--- config.mk ---
export PLATFORM = sky130hd
export DESIGN_NAME = iq_free_list
export DESIGN_NICKNAME = d
export VERILOG_FILES = /design/src/rtl/iq_free_list_pkg.sv /design/src/rtl/ptr_ring.sv /design/src/rtl/iq_free_list.sv
export SDC_FILE = /design/constraint.sdc
export NUM_CORES = 1
export LEC_CHECK = 0
export ABC_AREA = 0
export BUFFER_PORTS_ARGS = -buffer_cell sky130_fd_sc_hd__buf_2
export CORE_UTILIZATION = 55
export DETAILED_ROUTE_END_ITERATION = 8
export PLACE_DENSITY_LB_ADDON = 0.08
export SYNTH_ARGS = -nofsm -noshare
export SYNTH_HDL_FRONTEND = slang
export SYNTH_SLANG_ARGS = --single-unit
--- constraint.sdc ---
create_clock -name clk -period 4 [get_ports clk]
set_clock_uncertainty 0.2 [all_clocks]
set_input_delay 0.8 -clock clk [delete_from_list [all_inputs] [get_ports clk]]
set_output_delay 0.8 -clock clk [all_outputs]
set_load 0.05 [all_outputs]
--- src/rtl/iq_free_list_pkg.sv ---
// Issue-queue shared definitions.
// Holds the queue geometry used by the free list, the select tree and addr_cmp,
// plus the slot-index type that all of them pass around.
package iq_free_list_pkg;

    localparam int IQ_ENTRY_NUM = 32;
    localparam int IQ_ADDR_W    = 5;

    typedef logic [IQ_ADDR_W-1:0] slot_idx_t;

endpackage

--- src/rtl/ptr_ring.sv ---
// Wrapping ring pointer.
// Ports:
//   clk  - clock
//   rst  - synchronous active-high reset, pointer -> 0
//   clr  - synchronous clear (flush), pointer -> 0
//   inc  - advance the pointer by one, wrapping at 2**W-1 -> 0
//   ptr  - current pointer value
module ptr_ring #(
    parameter int W = 5
) (
    input  logic         clk,
    input  logic         rst,
    input  logic         clr,
    input  logic         inc,
    output logic [W-1:0] ptr
);

    // Power-of-two ring: natural overflow of the W-bit add is the wrap.
    always_ff @(posedge clk) begin
        if (rst || clr) begin
            ptr <= '0;
        end else if (inc) begin
            ptr <= ptr + W'(1);
        end
    end

endmodule

--- src/rtl/iq_free_list.sv ---
// Issue-queue slot allocator.
// A circular FIFO of free slot indices plus a per-slot busy bitmap. Dispatch
// pops indices from the head; slots granted by the select tree are pushed
// back at the tail. Frees of slots that are not busy are rejected and flagged.
// Ports:
//   clk, rst        - clock, synchronous active-high reset
//   flush           - restores the reset state, overrides alloc/free
//   alloc_req       - dispatch wants one slot this cycle
//   alloc_ok        - at least one slot is free; alloc_addr is valid
//   alloc_addr      - index handed out when alloc_req & alloc_ok
//   free_valid      - select-tree grant (ready01)
//   free_addr       - granted slot (addr01)
//   free_cnt        - number of free slots, 0..ENTRY_NUM
//   busy            - per-slot allocated bitmap
//   err             - sticky illegal-free flag, cleared by reset or flush
module iq_free_list
    import iq_free_list_pkg::*;
#(
    parameter int ENTRY_NUM = IQ_ENTRY_NUM,
    parameter int ADDR_W    = IQ_ADDR_W
) (
    input  logic                 clk,
    input  logic                 rst,
    input  logic                 flush,
    input  logic                 alloc_req,
    output logic                 alloc_ok,
    output logic [ADDR_W-1:0]    alloc_addr,
    input  logic                 free_valid,
    input  logic [ADDR_W-1:0]    free_addr,
    output logic [ADDR_W:0]      free_cnt,
    output logic [ENTRY_NUM-1:0] busy,
    output logic                 err
);

    localparam int CNT_W = ADDR_W + 1;

    logic [ADDR_W-1:0] fifo [ENTRY_NUM];
    logic [ADDR_W-1:0] head;
    logic [ADDR_W-1:0] tail;
    logic              alloc_fire;
    logic              legal_free;
    logic              illegal_free;

    assign alloc_ok     = (free_cnt != '0);
    assign alloc_addr   = fifo[head];
    assign alloc_fire   = alloc_req & alloc_ok;
    assign legal_free   = free_valid & busy[free_addr];
    assign illegal_free = free_valid & ~busy[free_addr];

    ptr_ring #(.W(ADDR_W)) u_head (
        .clk (clk),
        .rst (rst),
        .clr (flush),
        .inc (alloc_fire),
        .ptr (head)
    );

    ptr_ring #(.W(ADDR_W)) u_tail (
        .clk (clk),
        .rst (rst),
        .clr (flush),
        .inc (legal_free),
        .ptr (tail)
    );

    always_ff @(posedge clk) begin
        if (rst || flush) begin
            for (int i = 0; i < ENTRY_NUM; i++) begin
                fifo[i] <= ADDR_W'(i);
            end
            free_cnt <= CNT_W'(ENTRY_NUM);
            busy     <= '0;
            err      <= 1'b0;
        end else begin
            if (legal_free) begin
                fifo[tail] <= free_addr;
            end
            // A legal free targets a busy slot and alloc only hands out
            // non-busy slots, so the two bitmap writes never collide.
            if (alloc_fire) begin
                busy[alloc_addr] <= 1'b1;
            end
            if (legal_free) begin
                busy[free_addr] <= 1'b0;
            end
            free_cnt <= free_cnt + CNT_W'(legal_free) - CNT_W'(alloc_fire);
            if (illegal_free) begin
                err <= 1'b1;
            end
        end
    end

endmodule
==> results of run 1 <==
==> what timing repair did <==
| action | 4_1_cts | 5_1_grt |
|---|---|---|
| cloned | 0 | 0 |
| resized for setup | 1 | 1 |
| setup endpoints to repair | 3 | 1 |
| pin swaps | 0 | 0 |
==> cells by family after synthesis <==
group	count (synthesis)	synth area share
AND/OR/NAND/NOR	286	0.146
multiplexers	71	0.140
AO/OA/AOI/OAI	124	0.0738
flip-flops	214	0.578
adder cells (fa/ha/maj)	14	0.0179
buffers and inverters	89	0.0372
XOR/XNOR	8	0.00688
==> cell usage after synthesis (all sizes together) (5+ instances only) <==
| library cell | n |
|---|---|
| a211oi | 16 |
| a21oi | 43 |
| a311oi | 16 |
| and2 | 5 |
| buf | 29 |
| clkbuf | 42 |
| dfxtp | 54 |
| edfxtp | 160 |
| ha | 13 |
| inv | 17 |
| mux2 | 5 |
| mux2i | 16 |
| mux4 | 50 |
| nand2 | 59 |
| nand2b | 13 |
| nand3 | 32 |
| nand3b | 5 |
| nor2 | 87 |
| nor3 | 36 |
| nor3b | 5 |
| nor4b | 5 |
| o21ai | 36 |
| or3 | 8 |
| or4 | 5 |
| xor2 | 5 |
==> per-layer routing <==
layer / track usage / vias to the layer above / part of all wire
met2: 0.485 / 399 / 0.49
met1: 0.382 / 3636 / 0.40
met4: 0.0993 / 0 / 0.032
li1: - / 3280 / -
met5: 0 / - / 0
met3: 0.0343 / 69 / 0.079
==> power groups by stage <==
| stage | Combinational [W] | Clock (W) | Sequential (W) |
|---|---|---|---|
| after floorplan | 0.000319 | 0 | 0.00254 |
| after global routing | 0.000590 | 0.00218 | 0.00246 |
| after global placement | 0.000533 | 0 | 0.00250 |
| after CTS | 0.000550 | 0.00210 | 0.00246 |
| after detailed placement | 0.000545 | 0 | 0.00250 |
| final | 0.000553 | 0.00208 | 0.00246 |
==> how the worst max path moves through the flow <==
| stage | endpoint | slack [ps] | depth (start not counted) |
|---|---|---|---|
| 6_report | alloc_addr[4] | 40 | 5 |
| 3_3_place_gp | free_cnt[4] | -310 | 17 |
| 2_1_floorplan | free_cnt[4] | 5 | 19 |
| 3_5_place_dp | free_cnt[4] | -400 | 17 |
| 4_1_cts | alloc_addr[4] | 30 | 5 |
| 5_1_grt | alloc_addr[4] | 4 | 5 |
==> area by class of cell <==
cell class	count	area, µm²	area share
sequential	214	5890	0.490
clock inverter	7	66.3	0.00552
inverter	18	67.6	0.00563
tap	229	287	0.0239
clock buffer	35	671	0.0559
timing repair buffer	151	1070	0.0889
multi-input combinational	503	3960	0.330
==> flip-flops by register name (all words and copies together) (netlist names), named ones only <==
register,flops
fifo,160
busy,32
free_cnt,6
u_head.ptr,5
u_tail.ptr,5
err,1
==> worst max-delay path, stage by stage (launching register included) <==
cell     delay, ps
dfxtp_2        360
buf_6          270
mux4_1         630
mux4_2         530
mux2_2         400
buf_2          250
==> stage by stage <==
| step | TNS (ps) | setup WS (ps) | total power, W | cells | utilization |
|---|---|---|---|---|---|
| floorplan | 0 | 4.76 | 0.00286 | 806 | - |
| global placement | -3670 | -312 | 0.00303 | 1115 | 0.623 |
| detailed placement | -9070 | -396 | 0.00305 | 1115 | 0.623 |
| CTS | 0 | 33.2 | 0.00511 | 1157 | 0.664 |
| global route | 0 | 3.95 | 0.00523 | 1157 | 0.664 |
| finish | 0 | 41.7 | 0.00508 | 1157 | 0.664 |
==> qor.yml, run 1 <==
clock_tree:
  cts_tree: "yes"
  post_cts_buffers: 0
  root_buffer: "clkbuf_16"
  clk_latency_ps: 510
  ctsLongestPathBuffers: 3
  cts_hold_buf: 0
  path_clk_slew_ps: 60
  cts_made_buffers: 23
  cts_num_sinks: 214
  h-tree-depth: 1
hold_path:
  hold_depth: 2
  min_from: "u_head.ptr[1]"
  hold_path_class: "reg2reg"
timing:
  rsz0062_at_grt: "false"
  finalSetupViolCount: 0
  hold_slack_ps: 296
  relSlewSlack: 0.177
  hold_viol_final: 0
  tightest_slew_ps: 1230
  slew_viol_final: 0
  fmax_ghz: 0.253
  fin_crit_sh: 0.990
  period_minus_slack_ps: 3960
yosys:
  ys_ff_latch: 214
  synthCells: 806
  synth_top_area_share: 0.472
  synth_cell_type_count: 55
  ys_warn_count: 0
  async_flop_share: 0
  netlist_area_mm2: 0.0102
  synth_seq_area_share: 0.578
  postSynthAreaPerCell_um2: 12.6
  synthTopCellsByArea: "edfxtp_1 47%, dfxtp_1 11%, mux4_2 6.6%"
  synth-main-ff-cell: "edfxtp_1"
  synth_edf_count: 160
  yosys.area.top_type: "edfxtp_1"
  syn-num-nets: 830
routing:
  drc: 0
  avgRoutedWirePerCell_um: 23.0
  ant_nets: 0
  drt_wl_total_um: 26600
  first_pass_iters: 5
  viasPerCell: 6.38
  first_iter_violations: 619
  vias: 7384
critical_path:
  worstSetupStartpointType: "flop"
  cp.arrival_ps: 2960
  r2r_setup_slack_ps: 550
  reg2reg_to: "free_cnt[4]"
  reg2reg_from: "busy[31]"
  rr_worst_depth: 16
  end_kind: "output port"
  crit_type: "reg2out"
  cp.required_ps: 3000
  critPathMaxFanout: 20
power_and_ir_drop:
  switching_share: 0.242
  p_clk_frac: 0.408
  power_density_mw_per_mm2: 423
  p_int_w: 0.00385
  power_frac_comb: 0.109
  ir_drop_mv: 0.295
  p_seq_frac: 0.483
  p_leak_nw: 4.04
  net-switching-power_w: 0.00123
global_routing:
  gr-total-overflow: 0
  grt_pass1_vias: 7454
  grt_pass1_wl_um: 41500
  grt_start_max_net_pins: 40
  antenna_found_initial: 0
  track_usage: 0.285
finish:
  fin_area_mm2: 0.0120
  layout.nets: 935
  fillers: 1329
  final_cell_mix: "160 x edfxtp_1, 91 x buf_4, 86 x nor2_1"
  synthToLayoutAreaGrowth_pct: 17.8
  drive_gt1_frac: 0.258
  insertedDiodeCount: 0
  layout_commonest_cell: "edfxtp_1"
placement:
  portBuffers: 54
  post-dp-hpwl_um: 18400
  post_dp_cell_area_mm2: 0.0113
  routabilityCongestion: 0.871
floorplan:
  die_h_um: 138
  die-area_mm2: 0.0191
  num_rows: 49
  initial_core_util: 0.563
  core_area_mm2: 0.0181
  fp.dieW_um: 138
  io_pins: 55
run_status:
  outcome: "finished clean"
job:
  drv_cap: 0
(Power assumes the default switching activity.)
==> run 2: changes to the inputs <==
SYNTH_HIERARCHICAL = 1   (was not set)
clock period = 4.3 ns   (was 4 ns; I/O delays follow)
==> run 2 against run 1 <==
Against the previous run:
- via count increased by 13%
- die area is 4.2% higher
- count of clock-buffer cells in the layout fell by 3
- setup slack better by 100 ps
- worst hold slack worse by 27 ps
==> qor.yml, run 2 <==
clock_tree:
  cts_hold_buf: 0  # unchanged
  cts_made_buffers: 23  # unchanged
  cts-resized-gates: 0  # -1
  path_clk_slew_ps: 60  # about the same
  ctsLongestPathBuffers: 3  # unchanged
  cts_num_sinks: 209  # -2.3%
  clk_latency_ps: 520  # about the same
  root_buffer: "clkbuf_16"
  h-tree-depth: 1  # unchanged
  cts_tree: "yes"
  post_cts_buffers: 0  # unchanged
critical_path:
  cpPeakStageDelay_ps: 610  # -20 ps
  end_kind: "output port"
  cp.required_ps: 3240  # +240 ps
  rr_worst_depth: 7  # -9
  cp.arrival_ps: 3100  # +140 ps
  critPathMaxFanout: 13  # -35%
  cp_slowest_cell: "mux4_1"
  worstSetupStartpointType: "flop"
  r2r_setup_slack_ps: 770  # +220 ps
  path_cells: "buf_4 > mux4_1 > mux4_2 > mux2_4 > buf_2"
  cp-startpoint: "u_head/ptr[1]"
  reg2reg_to: "busy[9]"
  crit_type: "reg2out"
  cp-endpoint: "alloc_addr[4]"
  reg2reg_from: "u_head/ptr[0]"
global_routing:
  gr-total-overflow: 0  # unchanged
  grt_pass1_wl_um: 47500  # +14%
  grt_pass1_vias: 8232  # +10%
  track_usage: 0.317  # +0.0320
  antenna_found_initial: 0  # unchanged
  grt_start_max_net_pins: 47  # +18%
timing:
  hold_viol_final: 0  # unchanged
  period_minus_slack_ps: 4160
  rsz0062_at_grt: "false"
  finalSetupViolCount: 0  # unchanged
  relSlewSlack: 0.0949  # -0.0819
  setup-tns-final_ps: 0  # unchanged
  fmax_ghz: 0.241
  slew_viol_final: 0  # unchanged
  tightest_slew_ps: 1360  # +126 ps
  hold_slack_ps: 269  # -27.2 ps
  fin_crit_sh: 0.966
placement:
  post-dp-hpwl_um: 20900  # +14%
  routabilityCongestion: 0.933  # +7.2%
  portBuffers: 54  # unchanged
yosys:
  synthTopCellsByArea: "edfxtp_1 45%, dfxtp_1 9.2%, mux4_2 8.1%"
  synth_mux_area_frac: 0.122  # -0.0178
  async_flop_share: 0  # unchanged
  synth_top_area_share: 0.452  # -0.0191
  synth_top_family_by_area: "simple AND/OR/NAND/NOR gates"
  synth_cell_type_count: 61  # +11%
  yosys.area.top_type: "edfxtp_1"
  netlist_area_mm2: 0.0106  # +4.2%
  ys_ff_latch: 209  # -2.3%
  ys_warn_count: 6  # +6
  synth_seq_area_share: 0.545  # -0.0328
  synth_fa_ha_area_frac: 0.0137  # -0.00426
  synth-simple-area-share: 0.170  # +0.0238
  synth_compound_area_frac: 0.102  # +0.0280
  synth_edf_count: 160  # unchanged
  synth_xor_xnor_area_share: 0.00495  # -0.00193
  synth-main-ff-cell: "edfxtp_1"
  synthCells: 898  # +11%
  synth_most_common_cell: "edfxtp_1"
  synthTopCellsByCount: "160 x edfxtp_1, 91 x nor3_1, 70 x clkbuf_1, 70 x nand3_1"
  postSynthAreaPerCell_um2: 11.8  # -6.5%
  syn-num-nets: 919  # +11%
floorplan:
  die_h_um: 141  # +2.1%
  die-area_mm2: 0.0199  # +4.2%
  initial_core_util: 0.564  # +0.000583
  core_area_mm2: 0.0188  # +4.1%
  fp.dieW_um: 141  # +2.1%
  io_pins: 55  # unchanged
  num_rows: 50  # +2.0%
hold_path:
  hold_path_class: "reg2reg"
finish:
  multi_input_area_mm2: 0.00442  # +12%
  synthToLayoutAreaGrowth_pct: 15.4
  largest_registers: "fifo x160, busy x32, free_cnt x6"
  fillers: 1466  # +10%
  top_register: "fifo"
  layout_commonest_cell: "edfxtp_1"
  largest_reg_flops: 160  # unchanged
  insertedDiodeCount: 0  # unchanged
  final_cell_mix: "160 x edfxtp_1, 91 x nor3_1, 82 x buf_4"
  seqCellArea_mm2: 0.00579  # -1.6%
  drive_gt1_frac: 0.241  # -0.0169
  layout.nets: 989  # +5.8%
routing:
  vias: 8378  # +13%
  first_pass_iters: 6  # +1
  drt_wl_total_um: 30600  # +15%
  first_iter_violations: 927  # +50%
  viasPerCell: 6.73  # +5.4%
  ant_nets: 0  # unchanged
  drc: 0  # unchanged
  avgRoutedWirePerCell_um: 24.6  # +7.1%
power_and_ir_drop:
  power_density_mw_per_mm2: 393  # -7.1%
  ir_drop_mv: 0.307  # +3.8%
  p_leak_nw: 4.02  # -0.41%
run_status:
  outcome: "finished clean"
job:
  drv_cap: 0  # unchanged
[run 2: changes by cell type in the layout (fill, tap and decap cells not counted), sizes merged, moves of 23 or more]
cell | before | now
a21oi | 43 | 8
nand3 | 32 | 70
nor2 | 87 | 43
nor3 | 36 | 91
o211ai | 0 | 23
o31ai | 2 | 44
[run 2: worst min path at each step]
stage                  start            end  slack (ps)  depth (start not counted)
3_3_place_gp             err            err         260                          2
4_1_cts                  err            err         270                          2
6_report                 err            err         270                          2
5_1_grt                  err            err         290                          2
2_1_floorplan  u_head/ptr[0]  u_head/ptr[0]         320                          2
3_5_place_dp             err            err         260                          2
[run 2: routing by layer]
metal  track usage  routed length, µm  up-vias
met2         0.521              14700      520
li1              -                  -     3679
met5             0                  0        -
met3        0.0462               2930       65
met1         0.435              12200     4114
met4         0.108                801        0
[run 2: power by group]
| part | leakage (nW) | switching [W] | internal (W) |
|---|---|---|---|
| clock | 0.373 | 0.000788 | 0.00121 |
| sequential | 1.97 | 0.0000372 | 0.00224 |
| combinational | 1.68 | 0.000352 | 0.000196 |
[run 2: area by class of cell]
class                           instances  share of cell area
Timing Repair Buffer                  137              0.0739
Clock inverter                         10              0.0102
Inverter                               15             0.00459
Sequential cell                       209               0.472
Clock buffer                           32              0.0516
Tap cell                              260              0.0265
Multi-Input combinational cell        582               0.361
[run 2: cells by family (layout without fill, tap and decap cells)]
logic type                 Yosys count  after routing
muxes                               70             70
and+or+nand+nor                    342            342
DFF                                209            209
buffers and inverters              107            194
adders and majority gates           11             11
AOI/OAI and AO/OA                  153            153
xor gates and xnor gates             6              6
[run 2: critical path: cells and delay by family, from the launching register on]
family / cells / cell delay (ps)
flops: 1 / 540
mux: 3 / 1440
buf+inv: 2 / 590
[run 2: stage by stage]
stage / power (W) / utilization / worst slack (ps) / std cells / instance area [µm²]
global route: 0.00496 / 0.651 / 27.9 / 1245 / 12300
finish: 0.00482 / 0.651 / 144 / 1245 / 12300
detailed placement: 0.00287 / 0.611 / 154 / 1203 / 11500
floorplan: 0.00268 / - / 288 / 898 / 10600
CTS: 0.00483 / 0.651 / 137 / 1245 / 12300
global placement: 0.00284 / 0.611 / 225 / 1203 / 11500
